### src/rtl/des_pkg.sv
// Shared constants for the DES key schedule: permutation tables, the
// per-round shift schedule, the FSM state type and a 28-bit rotate helper.
package des_pkg;

  // Number of round keys in one DES key schedule.
  localparam logic [4:0] NUM_ROUNDS = 5'd16;

  typedef enum logic {
    ST_IDLE = 1'b0,
    ST_RUN  = 1'b1
  } state_e;

  // PC-1: key bit number (1 = MSB, 1..64) feeding each of the 56 C/D bits.
  localparam int unsigned PC1_TABLE [0:55] = '{
    57, 49, 41, 33, 25, 17,  9,
     1, 58, 50, 42, 34, 26, 18,
    10,  2, 59, 51, 43, 35, 27,
    19, 11,  3, 60, 52, 44, 36,
    63, 55, 47, 39, 31, 23, 15,
     7, 62, 54, 46, 38, 30, 22,
    14,  6, 61, 53, 45, 37, 29,
    21, 13,  5, 28, 20, 12,  4
  };

  // PC-2: {C,D} bit number (1..56) feeding each of the 48 round-key bits.
  localparam int unsigned PC2_TABLE [0:47] = '{
    14, 17, 11, 24,  1,  5,
     3, 28, 15,  6, 21, 10,
    23, 19, 12,  4, 26,  8,
    16,  7, 27, 20, 13,  2,
    41, 52, 31, 37, 47, 55,
    30, 40, 51, 45, 33, 48,
    44, 49, 39, 56, 34, 53,
    46, 42, 50, 36, 29, 32
  };

  // Rotation amount applied to reach round key n (left for encryption).
  localparam logic [1:0] SHIFT_SCHED [1:16] = '{
    2'd1, 2'd1, 2'd2, 2'd2, 2'd2, 2'd2, 2'd2, 2'd2,
    2'd1, 2'd2, 2'd2, 2'd2, 2'd2, 2'd2, 2'd2, 2'd1
  };

  // Rotate one 28-bit half by 0, 1 or 2 places; bit 1 is the MSB, so a
  // left rotation moves bit 1 round to bit 28.
  function automatic logic [1:28] rot28(input logic [1:28] v,
                                        input logic [1:0]  amt,
                                        input logic        toRight);
    logic [1:28] r;
    r = v;
    if (toRight) begin
      if (amt == 2'd2) begin
        r = {v[27:28], v[1:26]};
      end else if (amt == 2'd1) begin
        r = {v[28], v[1:27]};
      end
    end else begin
      if (amt == 2'd2) begin
        r = {v[3:28], v[1:2]};
      end else if (amt == 2'd1) begin
        r = {v[2:28], v[1]};
      end
    end
    return r;
  endfunction

endpackage

### src/rtl/des_pc2.sv
// Permuted Choice 2: selects the 48 round-key bits from the 56-bit {C,D}
// state. Purely combinational so it can be reused per stage in a pipeline.
module des_pc2
  import des_pkg::*;
(
  input  logic [1:56] cd_i,
  output logic [1:48] key_o
);

  for (genvar i = 0; i < 48; i++) begin : g_pc2
    assign key_o[i+1] = cd_i[PC2_TABLE[i]];
  end

endmodule

### src/rtl/des_key_sched.sv
// Sequential DES key schedule. Holds the C/D halves and steps them one
// rotation per 'next' request, left for encryption (K1..K16) and right for
// decryption (K16..K1), so no precompute pass is needed in either direction.
module des_key_sched
  import des_pkg::*;
#(
  parameter int PARITY_CHECK = 0
) (
  input  logic        clk,
  input  logic        rst_n,
  input  logic        load,
  input  logic [1:64] key,
  input  logic        decrypt,
  input  logic        next,
  output logic [1:48] roundKey,
  output logic [4:0]  round,
  output logic        key_valid,
  output logic        last,
  output logic        parity_err
);

  state_e      state_q, state_d;
  logic [1:28] c_q, c_d;
  logic [1:28] d_q, d_d;
  logic [4:0]  round_q, round_d;
  logic        dec_q, dec_d;
  logic        perr_q, perr_d;

  logic [1:56] pc1Key;
  logic [1:28] loadC;
  logic [1:28] loadD;
  logic        keyParityBad;
  logic [4:0]  stepIdx;
  logic [1:0]  shiftAmt;

  // PC-1 is only needed when a key is captured, so it lives here rather
  // than in its own module.
  for (genvar i = 0; i < 56; i++) begin : g_pc1
    assign pc1Key[i+1] = key[PC1_TABLE[i]];
  end

  // Encryption starts from C1/D1 (one left rotation); decryption starts from
  // C0/D0, which equals C16/D16 because the full schedule rotates by 28.
  always_comb begin
    loadC = pc1Key[1:28];
    loadD = pc1Key[29:56];
    if (!decrypt) begin
      loadC = rot28(pc1Key[1:28],  SHIFT_SCHED[1], 1'b0);
      loadD = rot28(pc1Key[29:56], SHIFT_SCHED[1], 1'b0);
    end
  end

  // A key byte is bad when it holds an even number of ones.
  always_comb begin
    keyParityBad = 1'b0;
    for (int b = 0; b < 8; b++) begin
      if (!(^key[b*8+1 +: 8])) begin
        keyParityBad = 1'b1;
      end
    end
  end

  // Going forward to key n+1 uses s[n+1]; walking backwards from key
  // 17-n undoes the rotation s[17-n] that produced it.
  always_comb begin
    stepIdx  = dec_q ? (5'd17 - round_q) : (round_q + 5'd1);
    shiftAmt = 2'd0;
    if ((stepIdx >= 5'd1) && (stepIdx <= NUM_ROUNDS)) begin
      shiftAmt = SHIFT_SCHED[stepIdx];
    end
  end

  // Next-state logic: a load always wins and restarts at round 1; in RUN a
  // 'next' advances one round or retires the schedule after round 16.
  always_comb begin
    state_d = state_q;
    c_d     = c_q;
    d_d     = d_q;
    round_d = round_q;
    dec_d   = dec_q;
    perr_d  = perr_q;
    if (load) begin
      state_d = ST_RUN;
      c_d     = loadC;
      d_d     = loadD;
      round_d = 5'd1;
      dec_d   = decrypt;
      perr_d  = (PARITY_CHECK != 0) && keyParityBad;
    end else begin
      case (state_q)
        ST_RUN: begin
          if (next) begin
            if (round_q == NUM_ROUNDS) begin
              state_d = ST_IDLE;
              round_d = 5'd0;
            end else begin
              round_d = round_q + 5'd1;
              c_d     = rot28(c_q, shiftAmt, dec_q);
              d_d     = rot28(d_q, shiftAmt, dec_q);
            end
          end
        end
        default: begin
          state_d = ST_IDLE;
        end
      endcase
    end
  end

  // State registers with synchronous active-low reset.
  always_ff @(posedge clk) begin
    if (!rst_n) begin
      state_q <= ST_IDLE;
      c_q     <= '0;
      d_q     <= '0;
      round_q <= 5'd0;
      dec_q   <= 1'b0;
      perr_q  <= 1'b0;
    end else begin
      state_q <= state_d;
      c_q     <= c_d;
      d_q     <= d_d;
      round_q <= round_d;
      dec_q   <= dec_d;
      perr_q  <= perr_d;
    end
  end

  des_pc2 u_pc2 (
    .cd_i  ({c_q, d_q}),
    .key_o (roundKey)
  );

  assign round      = round_q;
  assign key_valid  = (state_q == ST_RUN);
  assign last       = (state_q == ST_RUN) && (round_q == NUM_ROUNDS);
  assign parity_err = (PARITY_CHECK != 0) ? perr_q : 1'b0;

endmodule

### config.mk
export PLATFORM = sky130hd
export DESIGN_NAME = des_key_sched
export DESIGN_NICKNAME = d
export VERILOG_FILES = /design/src/rtl/des_pkg.sv /design/src/rtl/des_pc2.sv /design/src/rtl/des_key_sched.sv
export SDC_FILE = /design/constraint.sdc
export NUM_CORES = 1
export LEC_CHECK = 0
export BUFFER_PORTS_ARGS = -buffer_cell sky130_fd_sc_hd__buf_2
export CELL_PAD_IN_SITES_DETAIL_PLACEMENT = 1
export CELL_PAD_IN_SITES_GLOBAL_PLACEMENT = 2
export CORE_ASPECT_RATIO = 1.4
export CORE_MARGIN = 2
export CORE_UTILIZATION = 32
export DETAILED_ROUTE_END_ITERATION = 10
export GPL_TIMING_DRIVEN = 0
export PLACE_DENSITY = 0.79
export SYNTH_ARGS = -nofsm -noshare
export SYNTH_HDL_FRONTEND = slang
export SYNTH_SLANG_ARGS = --single-unit
### constraint.sdc
create_clock -name clk -period 3.1 [get_ports clk]
set_input_delay 0.155 -clock clk [delete_from_list [all_inputs] [get_ports clk]]
set_output_delay 0.155 -clock clk [all_outputs]
set_load 0.01 [all_outputs]
==> impl_metrics.ini <==
[route]
dr.pass1.iters = 5
drt-initial-drc-count = 444
vias = 7250
viasPerCell = 5.95
remaining_drc_errors = 0
ant_nets = 0
wire_per_inst_um = 23.7
drt-total-wl_um = 28800

[worst_setup_path]
slowest_delay_ns = 0.63
cp_max_fo = 10
cp_cell_sequence = ha_1 -> nand4b_1 -> o31ai_4 -> xnor2_1 -> buf_2 -> clkbuf_1 -> a21boi_0 -> o21ai_0 -> a311oi_1
critPathSlowestCell = clkbuf_1
endpoint_kind = register
cp.arrival_ns = 3.20
cp_data_required_time_ns = 3.32
critical_path_class = register to register
critPathLaunchType = register

[timing]
drv_slew = 0
setup_tns_ns = 0
fin_skew_ns = 0.00691
fin_crit_sh_pct = 96.1
report.final.hold_viol_count = 0
relSlewSlack_pct = 36.1
rsz0062_at_grt = false
tightest_slew_ns = 0.959
finalSetupViolCount = 0
fin_crit_ns = 2.98
fmax_mhz = 336

[final_layout]
multi_input_area_um2 = 4160
syn_to_final_growth_pct = 19.5
fillers = 2495
drive_gt1_share_pct = 24.6
diodes = 0
seqCellArea_um2 = 1260
finalInstanceArea_um2 = 7460
finish.utilization_pct = 38.8
final_nets = 1038

[synth]
synthFlopType = dfxtp_1
synth_nets = 916
synthArstFlopShare_pct = 0
synth_cell_types = 55
yosys.area.top_type = dfxtp_1
synth_edf_count = 0
synthCells = 843
avgSynthCellArea_um2 = 7.41
synth_top_area_share_pct = 20.2
synthTopCellsByArea = dfxtp_1 (20%), mux2i_1 (9.1%), o21ai_0 (8.5%), a311oi_1 (7.0%), buf_4 (6.1%)
yosysSeqAreaShare_pct = 20.2
ys.warnings.count = 0
synth-seq-cells = 63
synth_area_um2 = 6250

[floorplan]
row_count = 60
start_util_pct = 32.5
die_height_um = 169
core_area_um2 = 19200
die_area_um2 = 20700
die_w_um = 122
io_pins = 125

[global_routing]
antenna_found_initial = 0
grt_pass1_vias = 7369
grt_first_pass_wirelength_um = 44200
grt_overflow_total = 0
groute.usage.overall_pct = 28.3
grt_max_degree = 12

[power]
p_leak_nw = 2.96
power_density_nw_per_um2 = 445
power_mw = 3.32
vdd.ir_drop.worst_uv = 271

[status]
outcome = finished clean

[clock_network]
worstSkewPairLatency_ns = 0.36
cts_root_buf = clkbuf_16
postCtsHoldBufs = 0
clkTransAtPathRegs_ns = 0.06
clock_path_buffers = 2
h-tree-depth = 3
cts_sinks = 63
cts_tree = yes
numCtsBuffers = 9

[flow_run]
max_cap_violations = 0

[placement]
io_buffers = 113
gp_congestion = 0.894
placed_cell_area_um2 = 7120
hpwl_um = 21200

[min_path]
hp-class = input port to register
## cell usage after synthesis, drive strengths merged (7+ instances only)
cell    instances
o21ai         107
a21o           42
a311oi         50
nor3           14
a211oi         50
mux2i          57
nand3          43
buf            80
clkbuf         70
dfxtp          63
mux2           15
nand2          98
a21oi          37
a31oi          37
nor2            7
## sequential cells by signal (all words and copies together), names as in the netlist
register and count:
c_q 28, d_q 28, round 5, dec_q 1, key_valid 1
## routing by layer
metal  global-route usage, %  part of all wire (%)  up-vias
met5                       0                     0        -
met4                    16.0                   5.6        0
met3                    3.60                   4.5       74
met2                    47.7                    49      246
met1                    34.3                    41     3537
li1                        -                     -     3393
## cell usage in the layout (no fill, tap or decap), types with 3 or more instances in the layout
master     count
dfxtp_1       62
buf_2        132
a31oi_1       37
mux2_1         3
clkbuf_16      9
nand4_1        6
mux2_2         3
nor3_1        14
buf_1          4
nand2_1       97
inv_1          4
a311oi_1      50
xnor2_1        4
nor2_1         6
buf_6          4
a211o_1        6
o21ai_0      106
and3_1         6
nand3_1       43
a21o_1        42
clkbuf_1      60
a2bb2oi_1      6
o311a_1        6
a21oi_1       36
mux2_4         9
nand2b_1       3
clkbuf_8       5
a211oi_1      50
buf_4         52
clkbuf_2       8
mux2i_1       57
ha_1           4
a21boi_0       5
## critical path: cells and delay by family, from the launching register on
| kind | cells | cell delay (ns) |
|---|---|---|
| adders and majority gates | 1 | 0.32 |
| AOI/OAI and AO/OA | 4 | 0.69 |
| and+or+nand+nor | 1 | 0.18 |
| buffers and inverters | 2 | 0.96 |
| xor gates and xnor gates | 1 | 0.24 |
| DFF | 1 | 0.45 |
## final timing paths
check                         from               endpoint  slack (ns)  cells past startpoint
max          round[1]$_SDFFE_PP0P_    d_q[3]$_SDFFE_PN0P_        0.12                      9
max reg2reg  round[1]$_SDFFE_PP0P_    d_q[3]$_SDFFE_PN0P_        0.12                      9
min                           next   key_valid$_SDFF_PN0_        0.15                      4
min reg2reg  round[2]$_SDFFE_PP0P_  round[4]$_SDFFE_PP0P_        0.56                      2
## area by class of cell
cell class | count | share of cell area (%)
buffer | 148 | 11.0
clock buffer | 14 | 3.94
clock inverter | 2 | 0.469
inverter | 5 | 0.251
multi-input combinational | 625 | 55.7
sequential | 63 | 16.9
tap | 248 | 4.16
timing repair buffer | 113 | 7.58
## power breakdown
group / switching (mW) / total (mW) / internal (mW)
logic: 0.691 / 1.13 / 0.436
registers: 0.133 / 1.02 / 0.888
clock network: 0.441 / 1.17 / 0.732
## kinds of logic (layout without fill, tap and decap cells)
family / after synthesis / after routing / synth area share (%)
flip-flops: 63 / 63 / 20.2
AND/OR/NAND/NOR: 188 / 188 / 14.2
XOR/XNOR: 6 / 6 / 0.962
adder cells (fa/ha/maj): 4 / 4 / 0.801
AO/OA/AOI/OAI: 354 / 354 / 38.0
multiplexers: 72 / 72 / 12.4
other: 1 / 1 / 0.0600
buffers and inverters: 155 / 282 / 13.4
## metrics by stage
stage               std cells  setup slack, ns  hold slack (ns)
floorplan                 843            0.664            0.344
global placement         1204           -0.167            0.507
detailed placement       1204           -0.160            0.518
CTS                      1219           0.0184            0.156
global route             1218          0.00124            0.215
finish                   1218            0.120            0.152
## timing repair
action                     4_1_cts  5_1_grt
resized for setup                0       14
buffers inserted                 0        0
setup endpoints to repair       38       50
Note: power is estimated with default switching activity, not from simulation.
